$ cat config.mk
export PLATFORM = sky130hd
export DESIGN_NAME = uart_word_tx
export DESIGN_NICKNAME = d
export VERILOG_FILES = /design/src/rtl/uart_pkg.sv /design/src/rtl/sync_fifo.sv /design/src/rtl/uart_word_tx.sv
export SDC_FILE = /design/constraint.sdc
export NUM_CORES = 1
export LEC_CHECK = 0
export CAP_MARGIN = 20
export CORE_ASPECT_RATIO = 0.9
export CORE_UTILIZATION = 55
export CTS_BUF_LIST = sky130_fd_sc_hd__clkbuf_8
export DETAILED_ROUTE_END_ITERATION = 10
export PLACE_DENSITY = 0.74
export SLEW_MARGIN = 20
export SYNTH_ARGS = -nofsm -noshare
export SYNTH_HDL_FRONTEND = slang
export SYNTH_SLANG_ARGS = --single-unit
$ cat constraint.sdc
create_clock -name CLK -period 7.95 [get_ports CLK]
set_clock_uncertainty 0.15 [all_clocks]
set_input_delay 0.795 -clock CLK [delete_from_list [all_inputs] [get_ports CLK]]
set_output_delay 0.795 -clock CLK [all_outputs]
set_load 0.005 [all_outputs]
$ cat src/rtl/uart_pkg.sv
// Shared types and constants for the word-oriented UART transmitter.
package uart_pkg;

  typedef enum logic [1:0] {
    IDLE  = 2'd0,
    START = 2'd1,
    DATA  = 2'd2,
    STOP  = 2'd3
  } state_t;

  localparam int DATA_BITS      = 8;
  localparam int BYTES_PER_WORD = 4;

  // Clock cycles spent on each serial bit.
  function automatic int bit_cycles(input int clk_freq, input int baud_rate);
    return clk_freq / baud_rate;
  endfunction

endpackage

$ cat src/rtl/sync_fifo.sv
// Single-clock FIFO with combinational read of the head entry and a
// synchronous flush that overrides any push or pop in the same cycle.
module sync_fifo #(
  parameter int WIDTH = 32,
  parameter int DEPTH = 4
) (
  input  logic                     CLK,
  input  logic                     reset,
  input  logic                     flush,
  input  logic                     push,
  input  logic [WIDTH-1:0]         wdata,
  input  logic                     pop,
  output logic [WIDTH-1:0]         rdata,
  output logic                     full,
  output logic                     empty,
  output logic [$clog2(DEPTH):0]   count
);

  localparam int AW = $clog2(DEPTH);
  localparam int CW = AW + 1;

  logic [WIDTH-1:0] mem_q [DEPTH];
  logic [AW-1:0]    wr_ptr_q, wr_ptr_d;
  logic [AW-1:0]    rd_ptr_q, rd_ptr_d;
  logic [CW-1:0]    count_q, count_d;
  logic             push_ok, pop_ok;

  assign full    = (count_q == CW'(DEPTH));
  assign empty   = (count_q == '0);
  assign count   = count_q;
  assign rdata   = mem_q[rd_ptr_q];
  assign push_ok = push && !full;
  assign pop_ok  = pop && !empty;

  // Pointer and occupancy update; flush returns everything to empty.
  always_comb begin
    // NOTE: every output of a combinational block gets a default first so no
    // path leaves it unassigned, which would otherwise infer a latch.
    wr_ptr_d = wr_ptr_q;
    rd_ptr_d = rd_ptr_q;
    count_d  = count_q;
    if (flush) begin
      wr_ptr_d = '0;
      rd_ptr_d = '0;
      count_d  = '0;
    end else begin
      if (push_ok) wr_ptr_d = wr_ptr_q + AW'(1);
      if (pop_ok)  rd_ptr_d = rd_ptr_q + AW'(1);
      count_d = count_q + CW'(push_ok) - CW'(pop_ok);
    end
  end

  // Control state register.
  always_ff @(posedge CLK or posedge reset) begin
    // NOTE: sequential state uses non-blocking assignments so every flop
    // samples pre-edge values regardless of statement order.
    if (reset) begin
      wr_ptr_q <= '0;
      rd_ptr_q <= '0;
      count_q  <= '0;
    end else begin
      wr_ptr_q <= wr_ptr_d;
      rd_ptr_q <= rd_ptr_d;
      count_q  <= count_d;
    end
  end

  // Word storage.
  always_ff @(posedge CLK) begin
    // NOTE: storage is deliberately not reset; the pointers and count define
    // which entries are valid, so stale contents are never observed.
    if (push_ok && !flush) mem_q[wr_ptr_q] <= wdata;
  end

endmodule

$ cat src/rtl/uart_word_tx.sv
// Word-oriented 8N1 UART transmitter: each 32-bit word is sent as four byte
// frames, least-significant byte first, back to back with no idle gap while
// words remain queued.
module uart_word_tx
  import uart_pkg::*;
#(
  parameter int CLK_FREQ   = 100_000_000,
  parameter int BAUD_RATE  = 115200,
  parameter int FIFO_DEPTH = 4
) (
  input  logic                          CLK,
  input  logic                          reset,
  input  logic [31:0]                   in_data,
  input  logic                          in_valid,
  output logic                          in_ready,
  input  logic                          abort,
  output logic                          TX,
  output logic                          busy,
  output logic [$clog2(FIFO_DEPTH):0]   fifo_count,
  output logic [15:0]                   words_sent
);

  localparam int BIT_CYCLES = bit_cycles(CLK_FREQ, BAUD_RATE);
  localparam int CNT_W      = $clog2(BIT_CYCLES);
  localparam logic [CNT_W-1:0] CNT_LOAD  = CNT_W'(BIT_CYCLES - 1);
  localparam logic [2:0]       LAST_BIT  = 3'(DATA_BITS - 1);
  localparam logic [1:0]       LAST_BYTE = 2'(BYTES_PER_WORD - 1);

  state_t           state_q, state_d;
  logic [CNT_W-1:0] baud_q, baud_d;
  logic [2:0]       bit_idx_q, bit_idx_d;
  logic [1:0]       byte_idx_q, byte_idx_d;
  logic [31:0]      word_q, word_d;
  logic             tx_q, tx_d;
  logic [15:0]      words_sent_q, words_sent_d;

  logic             fifo_push, fifo_pop, fifo_full, fifo_empty;
  logic [31:0]      fifo_rdata;
  logic [7:0]       cur_byte;

  assign in_ready   = !fifo_full && !abort;
  assign fifo_push  = in_valid && in_ready;
  assign cur_byte   = word_q[{byte_idx_q, 3'b000} +: 8];
  assign TX         = tx_q;
  assign words_sent = words_sent_q;
  assign busy       = (state_q != IDLE) || (fifo_count != '0);

  sync_fifo #(
    .WIDTH (32),
    .DEPTH (FIFO_DEPTH)
  ) u_fifo (
    .CLK   (CLK),
    .reset (reset),
    .flush (abort),
    .push  (fifo_push),
    .wdata (in_data),
    .pop   (fifo_pop),
    .rdata (fifo_rdata),
    .full  (fifo_full),
    .empty (fifo_empty),
    .count (fifo_count)
  );

  // Frame sequencing: next state, next line level, pops and word count.
  always_comb begin
    state_d      = state_q;
    baud_d       = (baud_q != '0) ? baud_q - CNT_W'(1) : baud_q;
    bit_idx_d    = bit_idx_q;
    byte_idx_d   = byte_idx_q;
    word_d       = word_q;
    tx_d         = tx_q;
    words_sent_d = words_sent_q;
    fifo_pop     = 1'b0;

    case (state_q)
      IDLE: begin
        tx_d = 1'b1;
        if (!fifo_empty) begin
          fifo_pop   = 1'b1;
          word_d     = fifo_rdata;
          byte_idx_d = '0;
          baud_d     = CNT_LOAD;
          state_d    = START;
          tx_d       = 1'b0;
        end
      end
      START: begin
        if (baud_q == '0) begin
          state_d   = DATA;
          bit_idx_d = '0;
          baud_d    = CNT_LOAD;
          tx_d      = cur_byte[0];
        end
      end
      DATA: begin
        if (baud_q == '0) begin
          baud_d = CNT_LOAD;
          if (bit_idx_q == LAST_BIT) begin
            state_d = STOP;
            tx_d    = 1'b1;
          end else begin
            bit_idx_d = bit_idx_q + 3'd1;
            tx_d      = cur_byte[bit_idx_q + 3'd1];
          end
        end
      end
      STOP: begin
        if (baud_q == '0) begin
          baud_d = CNT_LOAD;
          if (byte_idx_q != LAST_BYTE) begin
            byte_idx_d = byte_idx_q + 2'd1;
            state_d    = START;
            tx_d       = 1'b0;
          end else begin
            words_sent_d = words_sent_q + 16'd1;
            if (!fifo_empty) begin
              // Next word starts straight after this stop bit.
              fifo_pop   = 1'b1;
              word_d     = fifo_rdata;
              byte_idx_d = '0;
              state_d    = START;
              tx_d       = 1'b0;
            end else begin
              state_d = IDLE;
              tx_d    = 1'b1;
            end
          end
        end
      end
      default: begin
        state_d = IDLE;
        tx_d    = 1'b1;
      end
    endcase

    // Abort drops the word in flight without counting it.
    if (abort) begin
      state_d      = IDLE;
      tx_d         = 1'b1;
      baud_d       = '0;
      fifo_pop     = 1'b0;
      words_sent_d = words_sent_q;
    end
  end

  // Transmitter state register; TX comes straight from a flop.
  always_ff @(posedge CLK or posedge reset) begin
    if (reset) begin
      state_q      <= IDLE;
      baud_q       <= '0;
      bit_idx_q    <= '0;
      byte_idx_q   <= '0;
      word_q       <= '0;
      tx_q         <= 1'b1;
      words_sent_q <= '0;
    end else begin
      state_q      <= state_d;
      baud_q       <= baud_d;
      bit_idx_q    <= bit_idx_d;
      byte_idx_q   <= byte_idx_d;
      word_q       <= word_d;
      tx_q         <= tx_d;
      words_sent_q <= words_sent_d;
    end
  end

endmodule

==> reports/results.tsv <==
metric	value	unit
finalHoldViolations	0	
boundaryPins	58	
syn2layout_area_growth	17.1	%
cp-start-kind	primary input	
hold_class	register to register	
synth.net_count	550	
dieArea	15900	µm²
setup_violations	0	
regToRegSetupSlack	4.73	ns
path_class	primary input to output port	
period_needed	3.64	ns
clock_latency	0.57	ns
fp.coreArea	14900	µm²
critPathRequiredTime	7.01	ns
final_common_cell	edfxtp_1	
wl_per_cell	19.2	µm
die_y	120	µm
grt.total_usage	20.6	%
design_area	9890	µm²
antenna_found_initial	0	
post_cts_buffers	0	
p_leak	3.65	nW
drive_gt1_share	24.6	%
nets	627	
ctsHoldBuffers	0	
place_congestion	0.858	
final_cell_mix	128 x edfxtp_1, 70 x dfrtp_1, 57 x clkdlybuf4s50_1, 41 x mux2_2, 39 x mux4_2	
cts_max_level	1	
initial_core_util	56.8	%
r2r-end	u_fifo.count[2]	
vias_per_cell	5.69	
cp.arrival	2.70	ns
rr_startpoint	baud_q[1]	
first_global_vias	4811	
synth_edf_count	128	
worstHoldEndpoint	words_sent[15]	
hold_depth	1	
grt_pass1_wl	25.1	mm
reg2reg_depth	13	
cts_buffer_depth	3	
ir_drop	185	µV
power_density	325	nW/µm²
numCtsBuffers	31	
placement.cell_area	9230	µm²
vias	4527	
drt_iter0_markers	256	
n_fill_cell	1012	
maxCapViolCount	0	
avgSynthCellArea	17.1	µm²
worst_slew_pin_slew	0.920	ns
yosysSeqAreaShare	67.2	%
cp-end-kind	output port	
ys_types	55	
ant_nets	0	
status	complete, no violations	
cts_tree	done	
max_freq	274	MHz
cts.repair.resized	0	
route.detailed.drc	0	
startpoint	abort	
clk_pin_slew	0.06	ns
grt_start_max_net_pins	74	
yosysWarnings	0	
root_buffer	clkbuf_8	
ys.flop_type	edfxtp_1	
period_share	45.8	%
dieWidth	133	µm
hpwlAfterDp	9.32	mm
setup_tns	0	ns
synthArstFlopShare	36.3	%
slew_headroom	38.7	%
cts_sinks	201	
ys_ff_latch	201	
synthCells	495	
rsz0062_at_grt	no	
grt.overflow.total	0	
hold_start	words_sent[15]	
core.rowCount	42	
finalPower	3.22	mW
dr.pass1.iters	4	
portBuffers	57	
worstPathMaxFanout	22	
diodes	0	
routed_wl	15.2	mm
maxSlewViolCount	0	
syn_area	8450	µm²
-- per-stage QoR --
| stage | util (%) | setup slack (ns) | cells | hold slack (ns) |
|---|---|---|---|---|
| 3_3_place_gp | 62.0 | 4.39 | 737 | 0.310 |
| 3_5_place_dp | 62.0 | 4.34 | 737 | 0.317 |
| 6_report | 66.5 | 4.31 | 795 | 0.326 |
| 5_1_grt | 66.5 | 4.18 | 795 | 0.361 |
| 2_1_floorplan | - | 4.95 | 495 | 0.318 |
| 4_1_cts | 66.5 | 4.34 | 795 | 0.329 |
-- per-layer routing --
metal	up-vias	global-route usage [%]	share of wire, %
met5	-	0	0
met4	0	6.90	2.2
met3	27	3.72	4.1
met2	109	34.3	49
met1	2321	27.6	45
li1	2070	-	-
-- worst max path at each step --
stage                            endpoint  slack (ns)  cells after the start
after floorplan           u_fifo.count[2]        4.95                     13
after global placement           in_ready        4.39                      3
after CTS                        in_ready        4.34                      3
after detailed placement         in_ready        4.34                      3
after global routing             in_ready        4.18                      3
final                            in_ready        4.31                      3
-- flip-flops by register name, indices dropped and copies added (netlist names) --
name,flops
baud_q,10
u_fifo.wr_ptr_q,2
u_fifo.mem_q,128
byte_idx_q,2
u_fifo.rd_ptr_q,2
state_q,2
words_sent,16
u_fifo.count,3
word_q,32
bit_idx_q,3
TX,1
-- Yosys cell counts, drive strengths merged, types with 2 or more instances --
master | number | area share (%)
mux2i | 3 | 0.36
dfrtp | 72 | 21
ha | 18 | 2.7
nand2 | 19 | 0.84
and3 | 10 | 0.80
clkbuf | 12 | 0.53
o31ai | 2 | 0.18
nand2b | 3 | 0.22
nand4 | 4 | 0.30
a22oi | 2 | 0.18
or4 | 2 | 0.22
o221ai | 3 | 0.31
o21ai | 12 | 0.71
nor2 | 19 | 0.84
nand3 | 3 | 0.18
inv | 14 | 0.62
and4 | 3 | 0.31
mux4 | 39 | 10
mux2 | 41 | 5.5
or2 | 2 | 0.15
buf | 8 | 0.55
xor2 | 9 | 1.0
xnor2 | 17 | 1.8
edfxtp | 128 | 46
o211ai | 2 | 0.18
nor4 | 3 | 0.47
nor2b | 5 | 0.37
nor3 | 9 | 0.59
o21a | 3 | 0.27
a211oi | 2 | 0.18
a21oi | 10 | 0.59
and2 | 2 | 0.15
-- where the power goes --
group | leakage [nW] | switching [mW] | internal (mW) | total (mW)
Combinational | 1.19 | 0.426 | 0.482 | 0.908
Sequential | 2.09 | 0.134 | 1.29 | 1.42
Clock | 0.377 | 0.389 | 0.498 | 0.887
Total | 3.65 | 0.949 | 2.27 | 3.22
-- final cells by class --
cell class / count / area [µm²] / area share, %
Sequential cell: 201 / 5670 / 57.4
Clock inverter: 20 / 140 / 1.42
Inverter: 14 / 52.6 / 0.531
Timing Repair Buffer: 64 / 623 / 6.30
Clock buffer: 38 / 523 / 5.29
Tap cell: 198 / 248 / 2.50
Multi-Input combinational cell: 260 / 2630 / 26.6
-- critical path: stages --
cell	delay, ns
clkdlybuf4s50_1	0.81
a21oi_1	0.52
clkdlybuf4s50_1	0.58
-- cells by family after synthesis --
| group | count (synthesis) | share of synthesized area [%] |
|---|---|---|
| AO/OA/AOI/OAI | 43 | 3.32 |
| XOR/XNOR | 26 | 2.79 |
| AND/OR/NAND/NOR | 89 | 5.91 |
| multiplexers | 83 | 16.2 |
| adder cells (fa/ha/maj) | 19 | 2.90 |
| buffers and inverters | 34 | 1.70 |
| flip-flops | 201 | 67.2 |
No activity file was read; power rests on OpenSTA's default activity.
